<file path="src/rtl/pe_pkg.sv">
// Shared definitions for the single-PE dot-product engine: FSM encoding,
// BRAM timing constants and an address helper.
package pe_pkg;

  typedef enum logic [2:0] {
    IDLE,
    LOAD,
    CALC,
    WRITE,
    DONE
  } state_t;

  localparam int         BRAM_RD_LATENCY = 2;
  localparam int         DONE_HOLD       = 5;
  localparam logic [3:0] WE_ALL          = 4'hF;

  // BRAM_ADDR is a byte address; the BRAM is organised in 32-bit words.
  function automatic logic [31:0] word_addr(input int unsigned word);
    return word << 2;
  endfunction

endpackage

</file>
<file path="src/rtl/pe_mac.sv">
// Local copy of vector A plus the 32-bit multiply-accumulator that consumes it.
// The RAM read is combinational so the operand is ready in the cycle it is used.
module pe_mac #(
  parameter int L_RAM_SIZE = 6
) (
  input  logic                  aclk,
  input  logic                  aresetn,
  input  logic                  wr_en,
  input  logic [L_RAM_SIZE-1:0] wr_addr,
  input  logic [31:0]           wr_data,
  input  logic [L_RAM_SIZE-1:0] rd_addr,
  input  logic                  acc_clr,
  input  logic                  acc_en,
  input  logic [31:0]           operand,
  output logic [31:0]           sum
);

  logic [31:0] ram [2**L_RAM_SIZE];
  logic [31:0] acc;
  logic [31:0] product;

  // NOTE: the RAM has no reset; its contents are always rewritten by LOAD
  // before CALC reads them, and leaving it unreset lets it map onto block RAM.
  always_ff @(posedge aclk) begin
    if (wr_en) ram[wr_addr] <= wr_data;
  end

  // Both the product and the running sum keep only the low 32 bits.
  assign product = operand * ram[rd_addr];
  assign sum     = acc + product;

  // NOTE: state registers use non-blocking assignments only, so every
  // always_ff sees the values from before the clock edge.
  always_ff @(posedge aclk) begin
    if (aresetn)      acc <= '0;
    else if (acc_clr) acc <= '0;
    else if (acc_en)  acc <= sum;
  end

endmodule

</file>
<file path="src/rtl/pe_controller.sv">
// Dot-product controller: copies A into the local RAM, streams B through the
// MAC, writes the 32-bit result to BRAM word 0 and holds done for DONE_HOLD cycles.
module pe_controller
  import pe_pkg::*;
#(
  parameter int VECTOR_SIZE = 64,
  parameter int L_RAM_SIZE  = 6
) (
  input  logic        aclk,
  input  logic        aresetn,
  input  logic        start,
  output logic        done,
  output logic [31:0] BRAM_ADDR,
  output logic [31:0] BRAM_WRDATA,
  output logic [3:0]  BRAM_WE,
  output logic        BRAM_CLK,
  input  logic [31:0] BRAM_RDDATA
);

  // Wide enough for VECTOR_SIZE + BRAM_RD_LATENCY since VECTOR_SIZE <= 2^L_RAM_SIZE.
  localparam int CNT_W = L_RAM_SIZE + 2;
  localparam logic [CNT_W-1:0] LAST      = CNT_W'(VECTOR_SIZE + BRAM_RD_LATENCY - 1);
  localparam logic [CNT_W-1:0] HOLD_LAST = CNT_W'(DONE_HOLD - 1);
  localparam logic [CNT_W-1:0] LAT       = CNT_W'(BRAM_RD_LATENCY);

  state_t                  state;
  logic [CNT_W-1:0]        cnt;
  logic [CNT_W-1:0]        cnt_next;
  logic                    start_seen;
  logic                    ram_wr_en;
  logic                    acc_clr;
  logic                    acc_en;
  logic [L_RAM_SIZE-1:0]   ram_addr;
  logic [31:0]             mac_sum;

  assign BRAM_CLK = aclk;
  assign cnt_next = cnt + CNT_W'(1);

  // NOTE: every always_comb output gets a default first so no path can
  // leave it unassigned and infer a latch.
  always_comb begin
    ram_wr_en = 1'b0;
    acc_en    = 1'b0;
    acc_clr   = 1'b0;
    ram_addr  = L_RAM_SIZE'(cnt - LAT);
    case (state)
      IDLE:    acc_clr   = start_seen;
      LOAD:    ram_wr_en = (cnt >= LAT);
      CALC:    acc_en    = (cnt >= LAT);
      default: ;
    endcase
  end

  pe_mac #(
    .L_RAM_SIZE(L_RAM_SIZE)
  ) u_mac (
    .aclk    (aclk),
    .aresetn (aresetn),
    .wr_en   (ram_wr_en),
    .wr_addr (ram_addr),
    .wr_data (BRAM_RDDATA),
    .rd_addr (ram_addr),
    .acc_clr (acc_clr),
    .acc_en  (acc_en),
    .operand (BRAM_RDDATA),
    .sum     (mac_sum)
  );

  // start is registered once while IDLE; the run launches from that flag.
  always_ff @(posedge aclk) begin
    if (aresetn) begin
      state       <= IDLE;
      cnt         <= '0;
      start_seen  <= 1'b0;
      done        <= 1'b0;
      BRAM_ADDR   <= '0;
      BRAM_WRDATA <= '0;
      BRAM_WE     <= '0;
    end else begin
      case (state)
        IDLE: begin
          BRAM_WE <= '0;
          done    <= 1'b0;
          if (start_seen) begin
            start_seen <= 1'b0;
            state      <= LOAD;
            cnt        <= '0;
            BRAM_ADDR  <= word_addr(0);
          end else begin
            start_seen <= start;
          end
        end
        LOAD: begin
          if (cnt == LAST) begin
            state     <= CALC;
            cnt       <= '0;
            BRAM_ADDR <= word_addr(VECTOR_SIZE);
          end else begin
            cnt <= cnt_next;
            if (int'(cnt_next) < VECTOR_SIZE) BRAM_ADDR <= word_addr(int'(cnt_next));
          end
        end
        CALC: begin
          if (cnt == LAST) begin
            // mac_sum already includes the final product being accumulated now.
            state       <= WRITE;
            cnt         <= '0;
            BRAM_ADDR   <= word_addr(0);
            BRAM_WRDATA <= mac_sum;
            BRAM_WE     <= WE_ALL;
          end else begin
            cnt <= cnt_next;
            if (int'(cnt_next) < VECTOR_SIZE)
              BRAM_ADDR <= word_addr(VECTOR_SIZE + int'(cnt_next));
          end
        end
        WRITE: begin
          state   <= DONE;
          BRAM_WE <= '0;
          done    <= 1'b1;
          cnt     <= '0;
        end
        DONE: begin
          if (cnt == HOLD_LAST) begin
            state <= IDLE;
            done  <= 1'b0;
            cnt   <= '0;
          end else begin
            cnt <= cnt_next;
          end
        end
        default: state <= IDLE;
      endcase
    end
  end

endmodule

</file>
<file path="config.mk">
export PLATFORM = sky130hd
export DESIGN_NAME = pe_controller
export DESIGN_NICKNAME = d
export VERILOG_FILES = /design/src/rtl/pe_pkg.sv /design/src/rtl/pe_mac.sv /design/src/rtl/pe_controller.sv
export SDC_FILE = /design/constraint.sdc
export NUM_CORES = 2
export LEC_CHECK = 0
export ABC_AREA = 1
export BUFFER_PORTS_ARGS = -buffer_cell sky130_fd_sc_hd__buf_4
export CORE_ASPECT_RATIO = 0.75
export CORE_MARGIN = 2
export CORE_UTILIZATION = 50
export CTS_BUF_LIST = sky130_fd_sc_hd__clkbuf_8
export CTS_CLUSTER_DIAMETER = 100
export CTS_CLUSTER_SIZE = 20
export DETAILED_ROUTE_END_ITERATION = 10
export PLACE_DENSITY_LB_ADDON = 0.2
export SYNTH_ARGS = -nofsm -noshare
export SYNTH_HDL_FRONTEND = slang
export SYNTH_SLANG_ARGS = --single-unit
</file>
<file path="constraint.sdc">
create_clock -name aclk -period 22 [get_ports aclk]
set_clock_uncertainty 0.1 [all_clocks]
set_input_delay 1.1 -clock aclk [delete_from_list [all_inputs] [get_ports aclk]]
set_output_delay 1.1 -clock aclk [all_outputs]
set_load 0.02 [all_outputs]
</file>
* After elaboration in Yosys (flattened, before gate mapping)
Memories as Yosys holds them, arrays and structs flattened. Cells that the tools add are included.
Cells by class: multipliers 1, magnitude comparators 2, muxes and demuxes 25, equality and inequality tests 12, add/subtract/negate cells 4, reduce and logical (&&, ||, !) cells 14
Operators with widths (count):
- $mux 32 | 5
- $pmux 32 s3 | 1
- $add 32x32->32 | 1
- $mul 32x32->32 | 1
- $pmux 8 s4 | 1
- $mux 8 | 3
- $pmux 3 s5 | 1
- $mux 3 | 4
- $add 7x8->9 const A | 1
- $add 8x1->8 const B | 1
- $eq 8x3->1 const B | 1
- $eq 8x7->1 const B | 1
- $ge 8x2->1 const B | 1
- $lt 8x7->1 const B | 1
- $ne 2x2->1 const B | 4
- $pmux 4 s2 | 1
- $reduce_and 2->1 | 4
- $reduce_and 4->1 | 2
- $mux 1 | 7
- $eq 3x2->1 const B | 2
- $ne 3x3->1 const B | 2
- $reduce_bool 3->1 | 2
- $reduce_or 2->1 | 3
- $sub 6x2->6 const B | 1
- 7 further kinds | 7
Word-level totals: bits in registers 113, bits in writable memories 2048, memories kept 1, bits of input ports 35, output and inout port bits 70, word-level logic and storage cells 67
Memory list:
- u_mac.ram | depth 64, bits a word 32, rd ports 1, clocked after memory_dff 0, write ports 1, RTL line pe_mac.sv:18 | logic [31:0] ram [2**L_RAM_SIZE];

* Depth between registers and ports, before layout
depth after elaboration 5, gate-level depth with buffers 53, gate-level depth less buffers 45

* Modules after synthesis
Synthesis repeated with hierarchy kept, for this count alone.
Second synthesis, totals: cells, all modules 9099, area, all modules 102146.7 sq um
Modules (own cells, without submodules):
- pe_mac | times used 1, seq. area each 62139.6 sq um, area each 99456.6 sq um, cells each 8731
- pe_controller | times used 1, seq. area each 1101.1 sq um, area each 2690.1 sq um, cells each 368

==> flow_summary.toml <==
[finish]
multiInputGateArea_sq_um = 34300
final_cell_mix = "nand2_1 (2558), edfxtp_1 (2048), nand3_1 (1099)"
sequential_cell_area_sq_um = 63200
layout-area-overhead-vs-synth_pct = 5.05
commonest_non_fill_non_tap_cell_in_the_layout = "nand2_1"
filler_cell_count = 17817
layout_cell_share_with_drive_strength_beyond_1_pct = 5.60
fin_area_sq_um = 108000
net_count_final = 9919

[synthesis]
synth.cell_area_sq_um = 103000
avgSynthCellArea_sq_um = 10.9
synth_seq_area_share_pct = 61.4
netlist_instances = 9444
ys.warnings.count = 0
synth_cell_types = 48
ys_seq_elements = 2135

[detailed_routing]
viasPerCell = 5.89
drc = 0
ant_nets = 0
first_pass_iteration_count_of_the_detailed_router = 6
detail_route.iter0.violations = 11318
drt_wl_total_um = 329000
wl_per_cell_um = 27.3
via_count = 70939

[timing]
slew_violations = 0
finalSetupViolCount = 0
setup_tns_ns = 0
worst_slew_pin_tran_ns = 1.49
rsz0062_at_grt = "false"
hold_violations = 0
final.period_utilization_pct = 57.2
maxSlewHeadroom_pct = 0.894
fin_crit_ns = 12.59
max_clock_freq_mhz = 79.4

[global_routing]
grt_pass1_vias = 67072
antenna_violations_before_repair = 29
grt_overflow = 0
maximum_number_of_pins_on_one_net_before_global_route_repair = 170
track_usage_pct = 31.1
first_pass_grt_wire_length_um = 471000

[worst_setup_path]
end_kind = "register"
slowest_delay_ns = 0.82
timing.critical_path.required_ns = 22.93
arrival_ns = 13.52
crit_type = "register to register"
startpoint_type = "register"
crit_slowest_cell = "dfxtp_4"
path_max_fanout = 169
timing.reg2reg.setup_slack_ns = 9.41

[flow_run]
cap_viol_max_count = 1

[floorplanning]
horizontal_extent_of_the_die_um = 528
starting_density_pct = 50.2
floorplan.die_area_sq_um = 210000
io_pins = 105
fp.coreArea_sq_um = 205000
std_cell_rows = 144
die_height_um = 397

[clock_tree]
clkSlewWorstSetupHoldPaths_ns = 0.14
post_cts.resized_instances = 0
clock_latency_ns = 1.10
ctsHoldBuffers = 0
post-cts-setup-buffers = 0
cts_tree = "built"

[placed_design]
place_area_sq_um = 106000
portBuffers = 81
gp_congestion = 0.964
post-dp-hpwl_um = 200000

[hold_path]
hold_path.class = "input pin to register"

[status]
outcome = "complete, but fails checks"
failed_checks = "max-capacitance violations"
-- layer usage --
| metal | GRT usage, % | vias to the layer above | wire length [um] | share of wire [%] |
|---|---|---|---|---|
| li1 | - | 30993 | - | - |
| met4 | 9.47 | 18 | 11300 | 3.4 |
| met3 | 9.05 | 527 | 45600 | 14 |
| met2 | 44.7 | 4265 | 139000 | 42 |
| met1 | 45.6 | 35136 | 133000 | 40 |
| met5 | 0.791 | - | 400 | 0.12 |
-- per-stage QoR --
stage,util (%),worst slack (ns),cells,hold WS [ns]
after floorplan,-,9.67,9466,0.345
after global placement,51.8,9.62,11889,0.354
after detailed placement,51.8,9.67,11889,0.370
after CTS,52.7,9.42,12036,0.123
after global routing,52.7,8.68,12037,0.178
final,52.7,9.41,12044,0.190
-- state kept, by name, indices dropped and copies added, names as in the netlist, 3 cells and up --
signal       count
BRAM_WRDATA     32
u_mac.ram     2048
state            3
u_mac.acc       32
BRAM_ADDR        9
cnt              8
-- path summary, 6_finish.rpt --
kind | from | endpoint | cells past startpoint
worst max-delay path | cnt[0] | BRAM_WRDATA[30] | 40
worst min-delay path | start | start_seen | 3
worst max register to register | cnt[0] | BRAM_WRDATA[30] | 40
worst min register to register | BRAM_ADDR[8] | BRAM_ADDR[8] | 2
-- layout make-up --
class | count | area share, %
Sequential cell | 2135 | 58.5
Multi-Input combinational cell | 5921 | 31.7
Tap cell | 2701 | 3.12
Inverter | 861 | 3.03
Timing Repair Buffer | 270 | 1.94
Clock buffer | 123 | 1.56
Clock inverter | 25 | 0.177
Antenna cell | 8 | 0.0185
-- logic make-up (layout without fill, tap and decap cells) --
kind of cell	count (synthesis)	after routing	share of synthesized area (%)
AOI/OAI and AO/OA	717	717	3.89
xor gates and xnor gates	48	48	0.427
adders and majority gates	573	573	10.2
buffers and inverters	1410	1279	5.87
DFF	2135	2135	61.4
muxes	1	1	0.00972
other	1	31	0.00364
and+or+nand+nor	4559	4559	18.2
-- critical path: cells and delay by family (launching register included) --
family                   cells  cell delay [ns]
AND/OR/NAND/NOR             10             1.57
adder cells (fa/ha/maj)      9             3.78
buffers and inverters       11             3.50
flip-flops                   1             0.82
XOR/XNOR                     1             0.23
AO/OA/AOI/OAI                9             2.17
-- synth_stat cells (all sizes together) --
cell type | count | area [sq um]
dfxtp | 87 | 1740
and2 | 4 | 25.0
ha | 135 | 1690
or2 | 2 | 12.5
fa | 438 | 8770
o21a | 5 | 37.5
o22ai | 62 | 388
nand3b | 7 | 52.6
inv | 852 | 3210
a21o | 3 | 22.5
nand2 | 2578 | 9740
clkinv | 9 | 33.8
o31ai | 3 | 22.5
a31oi | 9 | 56.3
conb | 1 | 3.75
nand4 | 11 | 68.8
a32o | 1 | 10.0
nand3 | 1105 | 5560
clkbuf | 134 | 503
nor3 | 5 | 25.0
xor2 | 32 | 280
o221ai | 44 | 385
o21ai | 453 | 2270
o211a | 2 | 20.0
o22a | 1 | 8.76
edfxtp | 2048 | 61500
xnor2 | 16 | 159
nor2 | 846 | 3260
buf | 415 | 2300
nor4 | 1 | 6.26
a21oi | 89 | 445
a211oi | 6 | 45.0
o211ai | 38 | 285
o2111a | 1 | 11.3
mux2i | 1 | 10.0
Power is not shown: default switching activity piles up to over one toggle a cycle in this logic, so the estimate is an artifact.
